<file path="config.mk">
export PLATFORM = sky130hd
export DESIGN_NAME = ddr3_frame_rd_ctrl
export DESIGN_NICKNAME = d
export VERILOG_FILES = /design/src/rtl/ddr3_frame_rd_ctrl_pkg.sv /design/src/rtl/ddr3_frame_rd_ctrl_planner.sv /design/src/rtl/ddr3_frame_rd_ctrl.sv
export SDC_FILE = /design/constraint.sdc
export NUM_CORES = 1
export LEC_CHECK = 0
export ABC_CLOCK_PERIOD_IN_PS = 7100
export CAP_MARGIN = 10
export CORE_MARGIN = 3
export CORE_UTILIZATION = 43
export DETAILED_ROUTE_END_ITERATION = 10
export PLACE_DENSITY_LB_ADDON = 0.3
export SLEW_MARGIN = 40
export SYNTH_ARGS = -nofsm -noshare
export SYNTH_HDL_FRONTEND = slang
export SYNTH_SLANG_ARGS = --single-unit
</file>
<file path="constraint.sdc">
create_clock -name sclk -period 7.1 [get_ports sclk]
set_clock_uncertainty 0.15 [all_clocks]
set_input_delay 1.42 -clock sclk [delete_from_list [all_inputs] [get_ports sclk]]
set_output_delay 1.42 -clock sclk [all_outputs]
set_load 0.02 [all_outputs]
</file>
<file path="src/rtl/ddr3_frame_rd_ctrl_pkg.sv">
// Shared types and helpers for the DDR3 frame read engine.
// State encoding, counter sizing and buffer base address math.
package ddr3_rd_pkg;

  typedef enum logic [2:0] {
    IDLE,
    ARB,
    CMD,
    DRAIN,
    DONE
  } state_e;

  function automatic int cnt_w(input longint max_val);
    return $clog2(max_val + 1);
  endfunction

  function automatic int beat_bytes(input int data_w);
    return data_w / 8;
  endfunction

  function automatic logic [63:0] buf_base(
    input logic [63:0] base,
    input logic [63:0] stride,
    input logic [1:0]  sel
  );
    return base + 64'(sel) * stride;
  endfunction

endpackage

</file>
<file path="src/rtl/ddr3_frame_rd_ctrl_planner.sv">
// Burst planner: clamps the burst to the remaining beats and
// precomputes the post-command address and beat count.
module rd_burst_planner #(
  parameter int ADDR_W     = 28,
  parameter int BL         = 64,
  parameter int BLW        = 17,
  parameter int BEAT_BYTES = 16
) (
  input  logic [BLW-1:0]    beats_left_i,
  input  logic [ADDR_W-1:0] cur_addr_i,
  output logic [6:0]        burst_o,
  output logic [ADDR_W-1:0] next_addr_o,
  output logic [BLW-1:0]    next_beats_o
);

  always_comb begin
    burst_o = 7'(beats_left_i);
    if (int'(beats_left_i) >= BL) burst_o = 7'(BL);
  end

  // address arithmetic wraps naturally at 2^ADDR_W
  assign next_addr_o = cur_addr_i
                     + ADDR_W'(burst_o) * ADDR_W'(BEAT_BYTES);

  assign next_beats_o = beats_left_i - BLW'(burst_o);

endmodule

</file>
<file path="src/rtl/ddr3_frame_rd_ctrl.sv">
// Frame read engine: DDR3 user read port to HDMI pixel cache,
// bursts throttled so outstanding beats never exceed cache space.
module ddr3_frame_rd_ctrl
  import ddr3_rd_pkg::*;
#(
  parameter int                ADDR_W      = 28,
  parameter int                DATA_W      = 128,
  parameter int                BL          = 64,
  parameter int                FRAME_BEATS = 98304,
  parameter int                NUM_BUF     = 2,
  parameter logic [ADDR_W-1:0] BUF_STRIDE  = 28'h0800000,
  parameter logic [ADDR_W-1:0] BASE_ADDR   = 28'h0,
  parameter int                SPACE_W     = 10
) (
  input  logic              sclk,
  input  logic              rst,
  input  logic              init_done,
  input  logic              rd_start,
  input  logic [1:0]        buf_sel,
  input  logic [SPACE_W-1:0] cache_space,
  output logic              rd_cmd_en,
  output logic [5:0]        rd_cmd_bl,
  output logic [ADDR_W-1:0] rd_cmd_byte_addr,
  input  logic              rd_cmd_full,
  input  logic              rd_data_empty,
  input  logic [DATA_W-1:0] rd_data_data,
  output logic              rd_data_en,
  output logic              pix_wr_en,
  output logic [DATA_W-1:0] pix_wr_data,
  output logic              rd_end,
  output logic              busy,
  output logic              start_drop
);

  localparam int BEAT_BYTES = beat_bytes(DATA_W);
  localparam int BLW = cnt_w(longint'(FRAME_BEATS));
  localparam int OW  = cnt_w(longint'(BL) * (longint'(1) << SPACE_W));

  if (BL < 1 || BL > 64 || FRAME_BEATS < 1) begin : g_bad_params
    $error("ddr3_frame_rd_ctrl: need 1<=BL<=64 and FRAME_BEATS>=1");
  end

  state_e              state_q, state_d;
  logic [ADDR_W-1:0]   addr_q, addr_d;
  logic [BLW-1:0]      beats_q, beats_d;
  logic [OW-1:0]       outst_q, outst_d;
  logic                busy_q, busy_d;
  logic                drop_q, drop_d;
  logic                pix_en_q;
  logic [DATA_W-1:0]   pix_data_q;

  logic [6:0]          burst;
  logic [ADDR_W-1:0]   next_addr;
  logic [BLW-1:0]      next_beats;
  logic [1:0]          sel_m;
  logic [OW:0]         need;
  logic                fits;
  logic                active;
  logic                cmd;
  logic                pop;
  logic                done;

  rd_burst_planner #(
    .ADDR_W     (ADDR_W),
    .BL         (BL),
    .BLW        (BLW),
    .BEAT_BYTES (BEAT_BYTES)
  ) u_planner (
    .beats_left_i (beats_q),
    .cur_addr_i   (addr_q),
    .burst_o      (burst),
    .next_addr_o  (next_addr),
    .next_beats_o (next_beats)
  );

  assign sel_m  = 2'(int'(buf_sel) % NUM_BUF);
  assign need   = {1'b0, outst_q} + (OW+1)'(burst);
  assign fits   = (OW+1)'(cache_space) >= need;
  assign active = state_q inside {ARB, CMD, DRAIN};

  always_comb begin
    state_d = state_q;
    addr_d  = addr_q;
    beats_d = beats_q;
    busy_d  = busy_q;
    drop_d  = drop_q;
    cmd     = 1'b0;
    done    = 1'b0;
    pop     = active && init_done && !rd_data_empty
            && (outst_q != '0);

    if (rd_start && state_q != IDLE) drop_d = 1'b1;

    unique case (state_q)
      IDLE: begin
        if (rd_start && init_done) begin
          addr_d  = ADDR_W'(buf_base(64'(BASE_ADDR),
                                     64'(BUF_STRIDE), sel_m));
          beats_d = BLW'(FRAME_BEATS);
          busy_d  = 1'b1;
          state_d = ARB;
        end
      end
      ARB: begin
        if (fits && !rd_cmd_full) state_d = CMD;
      end
      CMD: begin
        cmd     = 1'b1;
        addr_d  = next_addr;
        beats_d = next_beats;
        state_d = (next_beats != '0) ? ARB : DRAIN;
      end
      DRAIN: begin
        if (pop && outst_q == OW'(1)) state_d = DONE;
      end
      DONE: begin
        done    = 1'b1;
        busy_d  = 1'b0;
        state_d = IDLE;
      end
      default: state_d = IDLE;
    endcase

    outst_d = outst_q + (cmd ? OW'(burst) : '0)
                      - (pop ? OW'(1) : '0);

    // losing calibration abandons the frame without rd_end
    if (!init_done && state_q != IDLE) begin
      state_d = IDLE;
      busy_d  = 1'b0;
      beats_d = '0;
      outst_d = '0;
      addr_d  = '0;
      cmd     = 1'b0;
      done    = 1'b0;
    end
  end

  always_ff @(posedge sclk or posedge rst) begin
    if (rst) begin
      state_q    <= IDLE;
      addr_q     <= '0;
      beats_q    <= '0;
      outst_q    <= '0;
      busy_q     <= 1'b0;
      drop_q     <= 1'b0;
      pix_en_q   <= 1'b0;
      pix_data_q <= '0;
    end else begin
      state_q  <= state_d;
      addr_q   <= addr_d;
      beats_q  <= beats_d;
      outst_q  <= outst_d;
      busy_q   <= busy_d;
      drop_q   <= drop_d;
      pix_en_q <= pop;
      if (pop) pix_data_q <= rd_data_data;
    end
  end

  assign rd_cmd_en        = cmd;
  assign rd_cmd_bl        = cmd ? 6'(burst - 7'd1) : '0;
  assign rd_cmd_byte_addr = cmd ? addr_q : '0;
  assign rd_data_en       = pop;
  assign pix_wr_en        = pix_en_q;
  assign pix_wr_data      = pix_data_q;
  assign rd_end           = done;
  assign busy             = busy_q;
  assign start_drop       = drop_q;

endmodule

</file>
Yosys cells after proc, flatten, opt, wreduce, memory -nomap -nowiden. Index checks and enable logic that the tools add are counted.

Bits in registers: 196. Input port bits: 146. Output and inout bits: 168.

Add/sub/neg operators: 6. Magnitude comparators: 2. Equality and inequality tests: 8. Mux-type cells: 25. Reductions and logical operators: 21.

Operator list (count): 2-to-1 mux 28 bit (3); case mux 28 bit (2 select lines) (1); 2-to-1 mux 17 bit (3); case mux 17 bit (2 select lines) (1); nonzero test 17 bit (2); adder 28 x 11 -> 28 bit (1); adder 17 x 7 -> 18 bit (1); greater-or-equal comparator 10 x 18 -> 1 bit (1); adder 17 x 7 -> 17 bit (1); equality test 17 x 1 -> 1 bit (second input constant) (1); greater-or-equal comparator 17 x 7 -> 1 bit (second input constant) (1); subtractor 17 x 1 -> 17 bit (1); subtractor 17 x 7 -> 17 bit (1); 2-to-1 mux 7 bit (2); 2-to-1 mux 3 bit (4); case mux 3 bit (4 select lines) (1); nonzero test 3 bit (4); logical AND 1 bit (8); 2-to-1 mux 1 bit (7); equality test 3 x 2 -> 1 bit (second input constant) (2); 2-to-1 mux 6 bit (1); != test 3 x 1 -> 1 bit (second input constant) (2); subtractor 6 x 1 -> 6 bit (second input constant) (1); AND reduction 2 bit (2); 8 further kinds (10).

Longest topological paths before layout.
Word-level depth: 9. Mapped depth: 22.

Hierarchy. A second synthesis with hierarchy kept.

Cells, all modules: 915. Area, all modules: 11013.1 µm².

Modules (own cells, without submodules): ddr3_frame_rd_ctrl (times used 1, cells an instance 760, area an instance 9952.0 µm², seq. area each 4904.7 µm²); rd_burst_planner (times used 1, cells an instance 155, area an instance 1061.0 µm², seq. area each 0.0 µm²).

Worst setup path after synthesis. OpenSTA, ideal clock, no wires.

Path kind: input -> register. From: input init_done. To: register outst_q[16]. Arrival: 5.650 ns. Setup slack: 1.169 ns. Stages on the path: 17. Path through: nor2b_1 > nor3b_1 > a21boi_1 > buf_1 > buf_1 > ha_1 > inv_1 > ha_1 > fa_1 > a211oi_1 > o21bai_1 > a31oi_1 > o221ai_1 > o41ai_1 > o21ai_1 > and3_1 > or3_1.

Longest elaborated chain between the ends: 6. Elaborated cells between the ends (all ways): 8. Classes of those cells: 1 x add/sub; 2 x mux; 5 x reduce/logical.

Ends and longest elaborated chain: from (decl) (RTL line ddr3_frame_rd_ctrl.sv:17) `input logic init_done,`; logical AND 1 bit (2 in series) (RTL line ddr3_frame_rd_ctrl.sv:89) `pop = active && init_done && !rd_data_empty`; logical AND 1 bit (RTL line ddr3_frame_rd_ctrl.sv:90) `&& (outst_q != '0);`; via rd_data_en (RTL line ddr3_frame_rd_ctrl.sv:27) `output logic rd_data_en,`; 2-to-1 mux 1 bit (RTL line ddr3_frame_rd_ctrl.sv:125) `- (pop ? OW'(1) : '0);`; subtractor 17 x 1 -> 17 bit (RTL line ddr3_frame_rd_ctrl.sv:125); 2-to-1 mux 17 bit (RTL line ddr3_frame_rd_ctrl.sv:128) `if (!init_done && state_q != IDLE) begin`; via outst_d[16] (RTL line ddr3_frame_rd_ctrl.sv:46) `logic [OW-1:0] outst_q, outst_d;`; to (signal assigned) (RTL line ddr3_frame_rd_ctrl.sv:153) `outst_q <= outst_d;`; to (decl) (RTL line ddr3_frame_rd_ctrl.sv:46).

The timed path passes the listed nets, and every way through them passes these cells. A chain may end at the register's enable or synchronous reset.

Final worst setup path.
From: input init_done. To: register outst_q[16].

Longest elaborated chain between the ends: 6. Elaborated cells between the ends (all ways): 8. Classes of those cells: 1 x add/sub; 2 x mux; 5 x reduce/logical.

Ends and longest elaborated chain (RTL line): logical AND 1 bit (2 in series) (ddr3_frame_rd_ctrl.sv:89); logical AND 1 bit (ddr3_frame_rd_ctrl.sv:90); 2-to-1 mux 1 bit (ddr3_frame_rd_ctrl.sv:125); subtractor 17 x 1 -> 17 bit (ddr3_frame_rd_ctrl.sv:125); 2-to-1 mux 17 bit (*) (ddr3_frame_rd_ctrl.sv:128); via outst_d[16] (ddr3_frame_rd_ctrl.sv:46).

Mark *: on every way through the listed nets, which the timed path passes. The rest lies on a longest branch.

==> flow_results.xml <==
<?xml version="1.0" encoding="UTF-8"?>
<metrics>
  <group name="run_status">
    <metric name="status" unit="">finished, final reports clean</metric>
  </group>
  <group name="drt">
    <metric name="detail_route.wl_per_cell" unit="um">19.1</metric>
    <metric name="viasPerCell" unit="">5.26</metric>
    <metric name="iteration_count_of_the_initial_detailed_routing_pass" unit="">5</metric>
    <metric name="detailedRoute.firstIterationViolations" unit="">418</metric>
    <metric name="num_vias" unit="">8169</metric>
    <metric name="route.antenna.remaining_nets" unit="">0</metric>
    <metric name="wl" unit="um">29700</metric>
    <metric name="route.detailed.drc" unit="">0</metric>
  </group>
  <group name="yosys">
    <metric name="number_of_flops_mapped_to_enable_cells_by_yosys" unit="">0</metric>
    <metric name="synthCells" unit="">926</metric>
    <metric name="synth_area" unit="sq um">10200</metric>
    <metric name="synth-async-reset-ratio" unit="">1.00</metric>
    <metric name="average_footprint_of_a_synthesized_cell" unit="sq um">11.0</metric>
    <metric name="seq_area_frac_synth" unit="">0.472</metric>
    <metric name="synth.distinct_cells" unit="">70</metric>
    <metric name="flops_latches_synth" unit="">192</metric>
    <metric name="ys.flop_type" unit="">dfrtp_1</metric>
    <metric name="synthesis.yosys.warnings" unit="">0</metric>
  </group>
  <group name="floorplan">
    <metric name="die_height" unit="um">160</metric>
    <metric name="placement_rows" unit="">55</metric>
    <metric name="die-width" unit="um">160</metric>
    <metric name="dieArea" unit="sq um">25600</metric>
    <metric name="top_ports" unit="">314</metric>
    <metric name="area_of_the_core_region" unit="sq um">23000</metric>
    <metric name="floorplan.initialDensity" unit="">0.443</metric>
  </group>
  <group name="critical_path">
    <metric name="rr_endpoint" unit="">outst_q[16]</metric>
    <metric name="arrival" unit="ns">5.80</metric>
    <metric name="timing.setup.critical_path_class" unit="">input pin to flip-flop</metric>
    <metric name="cp_cell_sequence" unit="">clkdlybuf4s50_1 -&gt; nor2b_1 -&gt; nor3b_1 -&gt; a21boi_4 -&gt; ha_1 -&gt; inv_1 -&gt; ha_1 -&gt; fa_1 -&gt; a211oi_1 -&gt; o21bai_1 -&gt; a31oi_1 -&gt; o221ai_1 -&gt; o41ai_1 -&gt; o21ai_1 -&gt; and3_1 -&gt; or3_1</metric>
    <metric name="r2r-start" unit="">beats_q[12]</metric>
    <metric name="rr_worst_depth" unit="">17</metric>
    <metric name="cpPeakStageDelay" unit="ns">0.48</metric>
    <metric name="timing.critical_path.max_delay_family" unit="">compound AO/OA/AOI/OAI gates</metric>
    <metric name="timing.critical_path.fanout_max" unit="">4</metric>
    <metric name="worstSetupStartpointType" unit="">input pin</metric>
    <metric name="reg2reg_setup_slack" unit="ns">1.78</metric>
    <metric name="timing.critical_path.buf_inv" unit="">2</metric>
    <metric name="crit_top_cell" unit="">ha_1</metric>
    <metric name="cpMaxStageDelayCell" unit="">clkdlybuf4s50_1</metric>
    <metric name="critPathCaptureType" unit="">flip-flop</metric>
    <metric name="crit_required" unit="ns">7.26</metric>
  </group>
  <group name="clock_network">
    <metric name="path_clk_slew" unit="ns">0.08</metric>
    <metric name="cts_repair_resize_count" unit="">0</metric>
    <metric name="cts-buffers-inserted" unit="">17</metric>
    <metric name="cts.hold.buffers_added" unit="">0</metric>
    <metric name="htree_levels" unit="">4</metric>
    <metric name="numClockSinks" unit="">192</metric>
    <metric name="cts_tree" unit="">yes</metric>
    <metric name="clockRootBuffer" unit="">clkbuf_16</metric>
    <metric name="postCtsSetupBuffers" unit="">0</metric>
    <metric name="worst_skew_pair.late_latency" unit="ns">0.43</metric>
    <metric name="cts_buffer_depth" unit="">2</metric>
  </group>
  <group name="pwr">
    <metric name="power.switching" unit="mW">1.83</metric>
    <metric name="power_density" unit="nW/um^2">335</metric>
    <metric name="leakagePower" unit="nW">6.20</metric>
    <metric name="power.clock.fraction" unit="">0.208</metric>
    <metric name="power.share.switching" unit="">0.385</metric>
    <metric name="p_int" unit="mW">2.92</metric>
    <metric name="ir_drop" unit="mV">0.271</metric>
    <metric name="power.share.combinational" unit="">0.462</metric>
    <metric name="part_of_the_power_in_registers" unit="">0.330</metric>
  </group>
  <group name="placed_design">
    <metric name="portBuffers" unit="">308</metric>
    <metric name="place.gp.congestion" unit="">0.899</metric>
    <metric name="post-dp-hpwl" unit="um">22400</metric>
    <metric name="dp_cells" unit="">1515</metric>
  </group>
  <group name="timing">
    <metric name="hold_violations" unit="">0</metric>
    <metric name="relative_slew_slack" unit="">0.465</metric>
    <metric name="finalCritPeriodShare" unit="">0.794</metric>
    <metric name="timing_max_transition_violations_final" unit="">0</metric>
    <metric name="final_critical_path_time_including_i_o_delays_and_setup" unit="ns">5.64</metric>
    <metric name="tns" unit="ns">0</metric>
    <metric name="grt_setup_unrepaired" unit="">false</metric>
    <metric name="slew_at_the_pin_closest_to_its_max_slew_limit" unit="ns">0.796</metric>
    <metric name="final-setup-viol-count" unit="">0</metric>
    <metric name="hold_slack" unit="ns">0.314</metric>
    <metric name="max_freq" unit="GHz">0.177</metric>
  </group>
  <group name="layout">
    <metric name="fin_cells" unit="">1553</metric>
    <metric name="fill_cells" unit="">1935</metric>
    <metric name="nets" unit="">1430</metric>
    <metric name="drive_gt1_frac" unit="">0.0454</metric>
    <metric name="layout.cells.most_common" unit="">clkdlybuf4s50_1</metric>
    <metric name="area.growth.synth_to_final" unit="%">39.6</metric>
    <metric name="final_cell_mix" unit="">308 x clkdlybuf4s50_1, 192 x dfrtp_1, 129 x mux2_1, 60 x ha_1, 57 x nand2_1</metric>
  </group>
  <group name="min_path">
    <metric name="min-delay-path-class" unit="">flip-flop to flip-flop</metric>
    <metric name="hold_path.startpoint" unit="">start_drop</metric>
    <metric name="whs_endpoint" unit="">start_drop</metric>
    <metric name="worst_hold_path.num_cells" unit="">1</metric>
  </group>
  <group name="global_routing">
    <metric name="grt_antenna_before_repair" unit="">6</metric>
    <metric name="grt_overflow_total" unit="">0</metric>
    <metric name="grt_first_pass_wirelength" unit="um">46200</metric>
    <metric name="first_global_vias" unit="">7972</metric>
    <metric name="grt_start_max_net_pins" unit="">146</metric>
    <metric name="grtUsageTotal" unit="">0.229</metric>
  </group>
  <group name="run">
    <metric name="max_cap_violations" unit="">0</metric>
  </group>
</metrics>
-- worst max-delay path by stage --
stage | startpoint | cells after the start | to | slack, ns
finish | init_done | 16 | outst_q[16] | 1.46
global route | init_done | 16 | outst_q[16] | 1.23
CTS | init_done | 16 | outst_q[16] | 1.54
detailed placement | init_done | 16 | outst_q[16] | 1.12
global placement | init_done | 16 | outst_q[16] | 1.17
floorplan | rst | 1 | addr_q[10] | 0.30
-- Yosys cell counts, drive strengths merged, types with 5 or more instances --
library cell,count,share of area
dfrtp,192,0.47
mux2,130,0.14
ha,60,0.074
nand2,57,0.021
nor2,53,0.020
inv,44,0.016
o21ai,40,0.020
and3,34,0.021
a21oi,30,0.015
clkbuf,27,0.010
nor3,21,0.010
xnor2,19,0.016
xor2,19,0.016
buf,17,0.0090
and2,13,0.0080
a21o,12,0.0088
nand3,12,0.0059
nor2b,12,0.0074
a31oi,11,0.0068
nand4,11,0.0068
nand2b,9,0.0055
a22o,8,0.0069
a211oi,7,0.0052
o21bai,7,0.0052
o31ai,7,0.0052
o211ai,6,0.0044
or4,6,0.0048
or3,5,0.0031
-- per-layer routing --
layer | GRT usage | part of all wire
met1 | 0.287 | 0.42
met2 | 0.387 | 0.49
met3 | 0.0625 | 0.068
met4 | 0.0722 | 0.020
met5 | 0 | 0
-- flip-flops by register name (all words and copies together) (netlist names) --
register	count
pix_wr_data	128
beats_q	17
busy	1
start_drop	1
pix_wr_en	1
state_q	3
outst_q	17
addr_q	24
-- power by group through the flow --
stage / sequential [mW] / clock (mW) / combinational (mW)
global placement: 1.57 / 0 / 2.15
global route: 1.61 / 1.05 / 2.40
detailed placement: 1.59 / 0 / 2.19
floorplan: 1.84 / 0 / 1.07
CTS: 1.57 / 1.01 / 2.21
finish: 1.57 / 0.988 / 2.20
-- through the flow --
step | power, mW | setup slack (ns) | area, sq um | util
3_5_place_dp | 3.78 | 1.12 | 13600 | 0.591
6_report | 4.76 | 1.46 | 14200 | 0.619
3_3_place_gp | 3.72 | 1.17 | 13600 | 0.590
5_1_grt | 5.06 | 1.23 | 14200 | 0.619
4_1_cts | 4.79 | 1.54 | 14200 | 0.618
2_1_floorplan | 2.91 | 0.303 | 10200 | -
-- cell families (layout without fill, tap and decap cells) --
| group | count (synthesis) | in the layout | share of synthesized area |
|---|---|---|---|
| adders and majority gates | 65 | 65 | 0.0816 |
| xor gates and xnor gates | 38 | 38 | 0.0327 |
| other | 2 | 11 | 0.000737 |
| buffers and inverters | 88 | 393 | 0.0351 |
| AOI/OAI and AO/OA | 157 | 157 | 0.104 |
| and+or+nand+nor | 250 | 250 | 0.127 |
| DFF | 192 | 192 | 0.472 |
| muxes | 134 | 134 | 0.148 |
-- area by class of cell --
class / instances / area [sq um] / share of cell area
diodes: 6 / 15.0 / 0.00106
multi-input cells: 649 / 5050 / 0.356
well taps: 313 / 392 / 0.0275
repair buffers: 317 / 3160 / 0.222
flip-flops and latches: 192 / 4800 / 0.338
clock buffers: 18 / 439 / 0.0309
inverters: 44 / 178 / 0.0125
clock inverters: 14 / 175 / 0.0123
Power figures use the tool's default switching activity.
